**config.mk**
```make
export PLATFORM = sky130hd
export DESIGN_NAME = aig_mix_bist_ctrl
export DESIGN_NICKNAME = d
export VERILOG_FILES = /design/src/rtl/aig_mix_bist_ctrl.sv
export SDC_FILE = /design/constraint.sdc
export NUM_CORES = 1
export LEC_CHECK = 0
export ABC_CLOCK_PERIOD_IN_PS = 1800
export BUFFER_PORTS_ARGS = -buffer_cell sky130_fd_sc_hd__buf_2
export CAP_MARGIN = 25
export CORE_ASPECT_RATIO = 0.7
export CORE_MARGIN = 4
export CORE_UTILIZATION = 45
export DETAILED_ROUTE_END_ITERATION = 8
export PLACE_DENSITY = 0.76
export SYNTH_ARGS = -nofsm -noshare
export SYNTH_HDL_FRONTEND = slang
export SYNTH_SLANG_ARGS = --single-unit
```
**constraint.sdc**
```tcl
create_clock -name clk -period 1.8 [get_ports clk]
set_input_delay 0.54 -clock clk [delete_from_list [all_inputs] [get_ports clk]]
set_output_delay 0.54 -clock clk [all_outputs]
set_load 0.05 [all_outputs]
```
**src/rtl/aig_mix_bist_ctrl.sv**
```systemverilog
// BIST driver for the 80-in/40-out AIG benchmarks: an LFSR generates stimulus and a MISR
// compacts the responses into a signature, which is then compared against a golden value.
module aig_mix_bist_ctrl #(
  parameter int unsigned PATTERNS = 256,
  parameter logic [79:0] SEED     = 80'h1
) (
  input  logic        clk,
  input  logic        rst_n,
  input  logic        start,
  input  logic        abort,
  input  logic [39:0] golden_sig,
  output logic [79:0] stim,
  input  logic [39:0] resp,
  output logic        busy,
  output logic        done,
  output logic        pass,
  output logic [39:0] signature,
  output logic [15:0] pat_count
);

  // An all-zero LFSR state would lock up, so a zero seed is replaced by 1.
  localparam logic [79:0] SEED_EFF = (SEED == 80'h0) ? 80'h1 : SEED;
  localparam logic [15:0] LAST_PAT = 16'(PATTERNS - 1);

  typedef enum logic [1:0] {IDLE, RUN, DONE} state_t;

  state_t      state;
  logic [39:0] misr;
  logic        fb_l;
  logic        fb_m;
  logic [79:0] stim_nxt;
  logic [39:0] misr_nxt;

  assign fb_l      = stim[79] ^ stim[78] ^ stim[42] ^ stim[41];
  assign fb_m      = misr[39] ^ misr[37] ^ misr[20] ^ misr[18];
  assign stim_nxt  = {stim[78:0], fb_l};
  assign misr_nxt  = {misr[38:0], fb_m} ^ resp;
  assign signature = misr;

  always_ff @(posedge clk or negedge rst_n) begin
    if (!rst_n) begin
      state     <= IDLE;
      stim      <= '0;
      misr      <= '0;
      pat_count <= '0;
      busy      <= 1'b0;
      done      <= 1'b0;
      pass      <= 1'b0;
    end else begin
      done <= 1'b0;
      if (abort) begin
        // Datapath freezes where it was; only the control state unwinds.
        state <= IDLE;
        busy  <= 1'b0;
        pass  <= 1'b0;
      end else begin
        case (state)
          IDLE: begin
            if (start) begin
              state     <= RUN;
              busy      <= 1'b1;
              stim      <= SEED_EFF;
              misr      <= '0;
              pat_count <= '0;
              pass      <= 1'b0;
            end
          end
          RUN: begin
            misr      <= misr_nxt;
            stim      <= stim_nxt;
            pat_count <= pat_count + 16'd1;
            if (pat_count == LAST_PAT) begin
              // Compare against the post-compaction value so pass lines up with done.
              state <= DONE;
              busy  <= 1'b0;
              done  <= 1'b1;
              pass  <= (misr_nxt == golden_sig);
            end
          end
          DONE:    state <= IDLE;
          default: state <= IDLE;
        endcase
      end
    end
  end

endmodule

```
==> results of run 1 <==
==> how the worst min path moves through the flow <==
stage | from | end | slack, ps | cells after the start
2_1_floorplan | rst_n | busy$_DFFE_PN0P_ | 240 | 0
3_3_place_gp | busy$_DFFE_PN0P_ | busy$_DFFE_PN0P_ | 460 | 1
3_5_place_dp | rst_n | signature[28]$_DFFE_PN0P_ | 470 | 1
4_1_cts | rst_n | signature[28]$_DFFE_PN0P_ | 40 | 1
5_1_grt | rst_n | signature[28]$_DFFE_PN0P_ | 40 | 1
6_report | rst_n | signature[28]$_DFFE_PN0P_ | 30 | 1
==> worst max-delay path, stage by stage (launching register included) <==
cell and delay (ps):
dfrtp_2 410, xnor3_1 280, nand4_1 150, or4_1 420, or4_4 480, o31ai_2 170
==> state kept, by name (all words and copies together), names as in the netlist <==
register   flops
done           1
stim          80
state          2
busy           1
pass           1
signature     40
pat_count     16
==> report_power, final <==
part | switching, mW | internal [mW]
combinational | 1.87 | 1.17
sequential | 0.274 | 3.43
clock | 1.41 | 2.21
==> cells by family after synthesis <==
family / after synthesis / synth area share, %
AOI/OAI and AO/OA: 85 / 11.4
xor gates and xnor gates: 98 / 17.4
buffers and inverters: 36 / 2.09
DFF: 141 / 54.5
adders and majority gates: 1 / 0.193
and+or+nand+nor: 202 / 14.5
==> per-layer routing <==
layer / vias to the layer above / part of all wire [%] / GRT usage, %
met5: - / 0 / 0
met4: 0 / 1.5 / 5.76
met3: 27 / 6.5 / 5.24
met2: 193 / 50 / 37.9
met1: 2758 / 42 / 31.9
li1: 2534 / - / -
==> final cells by class <==
| cell class | instances | area, um2 | area share (%) |
|---|---|---|---|
| Clock buffer | 18 | 429 | 4.69 |
| Timing Repair Buffer | 299 | 1790 | 19.6 |
| Clock inverter | 14 | 180 | 1.97 |
| Multi-Input combinational cell | 386 | 2950 | 32.2 |
| Inverter | 2 | 7.51 | 0.0821 |
| Tap cell | 190 | 238 | 2.60 |
| Sequential cell | 141 | 3550 | 38.8 |
==> placed cells by master, fill, tap and decap left out, types with 3 or more instances in the layout <==
cell type and instances:
xnor2_1 16, buf_12 7, a22o_1 79, nor4_1 3, and2_1 4, buf_2 219
inv_6 5, buf_4 69, bufinv_16 3, nand2_1 93, xor2_1 60, dfrtp_1 123
nand4_1 9, or4_1 3, xnor3_1 18, nand3_1 47, clkbuf_16 17, dfrtp_2 18
nor2_1 19
==> repair_timing <==
| action | CTS | global route |
|---|---|---|
| cloned | 0 | 0 |
| setup endpoints to repair | 6 | 10 |
| pin swaps | 9 | 8 |
| setup buffers | 0 | 2 |
| hold endpoints to repair | 0 | 0 |
| resized for setup | 8 | 6 |
==> through the flow <==
stage	instance area (um2)	instances	setup TNS, ps
detailed placement	8450	1016	-19670
floorplan	6620	563	-1640
global placement	8450	1016	-16300
global route	9140	1050	-379
CTS	9100	1048	-232
finish	9140	1050	-254
==> results.yml, run 1 <==
sta:
  clock.fmax_mhz: 500
  min_period_ps: 2000
  post-route-period-util_pct: 111
  worstMarginPinSlew_ps: 465
  rsz0062_at_grt: "true"
  setup_viol: 2
  skew_ps: 9.84
  hold_ws_ps: 31.6
  finalMaxSlewViolations: 0
  relSlewSlack_pct: 69.0
  worst_slack_ps: -198
  finalHoldViolations: 0
placed_design:
  gp_congestion: 0.945
  portBuffers: 222
  dpl_worst_slack_ps: -655
  dpl.hpwl_um: 14000
detailed_routing:
  ant_nets: 0
  wl_um: 19000
  vias: 5512
  wl_per_cell_um: 18.1
  drt_iter0_drc: 444
  vias_per_cell: 5.25
  drc: 0
  firstDrtPassIters: 4
global_routing:
  grt_usage_pct: 23.3
  grt_max_degree: 67
  gr-total-overflow: 0
  first_global_vias: 5554
  antenna_found_initial: 0
  grt_pass1_wl_um: 29600
floorplanning:
  dieArea_um2: 16400
  rows: 36
  die_h_um: 108
  ioPinCount: 223
  core_area_um2: 14000
  initial_core_util_pct: 46.2
  die_w_um: 151
power:
  ir_worst_vdd_mv: 0.590
  finalPower_mw: 10.4
  powerDensity_nw_per_um2: 1130
  leakage_nw: 5.09
setup_path:
  cp-end-kind: "flop"
  cp.required_ps: 2120
  crit_fanout: 2
  crit_path_start_kind: "flop"
  crit_type: "reg2reg"
  r2r_cells: 5
  reg2reg_slack_ps: -200
  crit_arrival_ps: 2310
  reg2reg_to: "pass$_DFFE_PN0P_"
  crit_start: "signature[35]$_DFFE_PN0P_"
  r2r_start: "signature[35]$_DFFE_PN0P_"
  critical_path.endpoint: "pass$_DFFE_PN0P_"
synth:
  synth_edf_count: 0
  synth_top_cell_by_area: "dfrtp_1"
  avgSynthCellArea_um2: 11.5
  synth_commonest_cells: "dfrtp_1 (141), nand2_1 (93), a22o_1 (79), xor2_1 (62), nand3_1 (47)"
  ys_types: 32
  synthTopCellsByArea: "dfrtp_1 (54%), a22o_1 (11%), xor2_1 (8.4%)"
  synth_area_um2: 6480
  postSynthCellCount: 563
  yosysTopAreaCellShare_pct: 54.5
  ys_seq_elements: 141
  ys_seq_area_share_pct: 54.5
  syn_nets: 648
  yosysWarnings: 0
  yosys_most_used_dff: "dfrtp_1"
  synth_most_common_cell: "dfrtp_1"
  synth-async-reset-ratio_pct: 100
flow_run:
  drv_cap: 0
clock_network:
  cts_tree: "done"
  worstSkewPairLatency_ps: 410
  cts_made_buffers: 17
  holdBufCountCts: 0
  cts_sinks: 141
  clock_path_buffers: 2
  h-tree-depth: 4
  root_buffer: "clkbuf_16"
  path_clk_slew_ps: 60
layout:
  final_core_util_pct: 65.3
  area_delta_synth_final_pct: 41.2
  nFillCells: 1111
  nNetsFinal: 932
  diodes: 0
  drive_gt1_share_pct: 43.0
status:
  violations: "negative setup slack"
  status: "finished, violations left"
worst_hold_path:
  hold_class: "in2async"
(Power assumes the default switching activity.)
==> run 2: changes to the inputs <==
==> constraint.sdc (replaced) <==
create_clock -name clk -period 1.8 [get_ports clk]
set_input_delay 0.09 -clock clk [delete_from_list [all_inputs] [get_ports clk]]
set_output_delay 0.09 -clock clk [all_outputs]
set_load 0.05 [all_outputs]
==> run 2 against run 1 <==
  * The flow still finishes with violations (negative setup slack)
  * Via count decreased by 0.31%
  * Clock skew up 1.6 ps
  * Routed wire length fell by 1.3%
  * Design area down 1.9%
  * Cell count down 1.2%
  * Clock-buffer cell count up 1
  * Critical endpoint unchanged
  * Largest cell class unchanged
  * Largest power group unchanged
==> results.yml, run 2 (synthesis results as in run 1) <==
layout:
  top_register: "stim"
  diodes: 0
  mostFrequentLayoutCells: "buf_2 (221), dfrtp_1 (118), nand2_1 (92)"
  final_common_cell: "buf_2"
  largest_reg_flops: 80
  drive_gt1_share_pct: 42.6
  nNetsFinal: 919
  area_delta_synth_final_pct: 38.5
detailed_routing:
  drc: 0
  vias_per_cell: 5.30
  dr_wl_met2_um: 9070
  firstDrtPassIters: 5
  wl_met1_um: 8250
  dr_wl_met3_um: 1220
  ant_nets: 0
  wl_um: 18700
  wl_per_cell_um: 18.1
  dr.max_layer_used: "met4"
  drt_iter0_drc: 365
  vias: 5495
setup_path:
  crit_arrival_ps: 2380
  reg2reg_slack_ps: -250
  critical_path.slowest_cell: "or4_1"
  crit_path_start_kind: "flop"
  cpPeakStageDelay_ps: 520
  cp.required_ps: 2130
  cp-end-kind: "flop"
  crit_fanout: 2
  crit_type: "reg2reg"
  path_cells: "xnor3_1 > nand2_1 > or4_1 > or4_4 > o31ai_4"
  crit_buf_inv: 0
  cpLargestDelayFamily: "simple AND/OR/NAND/NOR gates"
global_routing:
  gr-total-overflow: 0
  antenna_found_initial: 0
  grt_pass1_wl_um: 29200
  first_global_vias: 5477
  grt_max_degree: 84
  grt_usage_pct: 23.1
floorplanning:
  die_w_um: 151
  rows: 36
  ioPinCount: 223
  initial_core_util_pct: 46.2
  core_area_um2: 14000
  die_h_um: 108
  dieArea_um2: 16400
sta:
  relSlewSlack_pct: 59.3
  post-route-period-util_pct: 114
  setup_viol: 2
  worst_slack_ps: -254
  skew_ps: 11.4
  min_period_ps: 2050
  rsz0062_at_grt: "true"
  worstMarginPinSlew_ps: 610
  finalSetupTns_ps: -306
  clock.fmax_mhz: 487
  finalHoldViolations: 0
  finalMaxSlewViolations: 0
clock_network:
  cts_made_buffers: 17
  cts_tree: "done"
  root_buffer: "clkbuf_16"
  path_clk_slew_ps: 60
  h-tree-depth: 4
  worstSkewPairLatency_ps: 420
  cts_sinks: 141
  clock_path_buffers: 2
status:
  violations: "negative setup slack"
  status: "finished, violations left"
power:
  leakage_nw: 4.97
  powerDensity_nw_per_um2: 1110
  ir_worst_vdd_mv: 0.663
placed_design:
  gp_congestion: 0.898
  dpl.hpwl_um: 13500
  portBuffers: 222
  dpl_worst_slack_ps: -289
flow_run:
  drv_cap: 0
worst_hold_path:
  hold_class: "in2reg"
==> run 2: changes by cell type in the layout (fill, tap and decap cells not counted), moves of 3 or more <==
cell and delta:
buf_12 -3, buf_4 -12, clkinvlp_4 +3, dfrtp_1 -5
dfrtp_2 +5
==> run 2: path summary, 6_finish.rpt <==
check,start,end,cells after the start
worst max-delay path,signature[16]$_DFFE_PN0P_,pass$_DFFE_PN0P_,5
worst min-delay path,resp[36],signature[36]$_DFFE_PN0P_,3
max in group asynchronous,rst_n,signature[36]$_DFFE_PN0P_,3
worst max register to register,signature[16]$_DFFE_PN0P_,pass$_DFFE_PN0P_,5
min in group asynchronous,rst_n,signature[15]$_DFFE_PN0P_,2
worst min register to register,busy$_DFFE_PN0P_,busy$_DFFE_PN0P_,1
==> run 2: layout make-up <==
class | instances | area, um2
multi-input combinational | 386 | 2950
inverter | 2 | 7.51
clock inverter | 13 | 115
fill | 1122 | 5040
timing repair buffer | 286 | 1660
tap | 190 | 238
clock buffer | 19 | 443
sequential | 141 | 3560
==> run 2: metrics by stage <==
stage / total power, mW / instance area [um2] / util, % / hold WS [ps] / instances
finish: 9.95 / 8970 / 64.0 / 47.8 / 1037
global route: 10.4 / 8970 / 64.0 / 44.5 / 1037
global placement: 6.58 / 8310 / 59.3 / 53.1 / 1003
CTS: 10.0 / 8920 / 63.6 / 31.5 / 1037
floorplan: 5.59 / 6540 / - / -206 / 563
detailed placement: 6.64 / 8310 / 59.3 / 66.2 / 1003
==> run 2: tightest hold or removal path: cells and delay by family <==
family / cells / cell delay, ps
buffers and inverters: 1 / 100
xor gates and xnor gates: 1 / 70
AOI/OAI and AO/OA: 1 / 170
==> run 2: layer usage <==
layer  track usage [%]  vias to the layer above
met5                 0                        -
met4              6.47                        0
met3              5.74                       19
met2              36.4                      206
met1              31.9                     2750
li1                  -                     2520
==> run 2: what timing repair did <==
action / 4_1_cts / 5_1_grt
setup endpoints to repair: 40 / 5
pin swaps: 1 / 11
cloned: 0 / 0
setup buffers: 0 / 0
resized for setup: 7 / 8
hold endpoints to repair: 48 / 0
hold buffers: 2 / 0
==> run 2: where the power goes <==
part	internal (mW)	switching (mW)	total, mW
clock	1.94	1.39	3.33
combinational	1.09	1.84	2.93
sequential	3.43	0.253	3.68
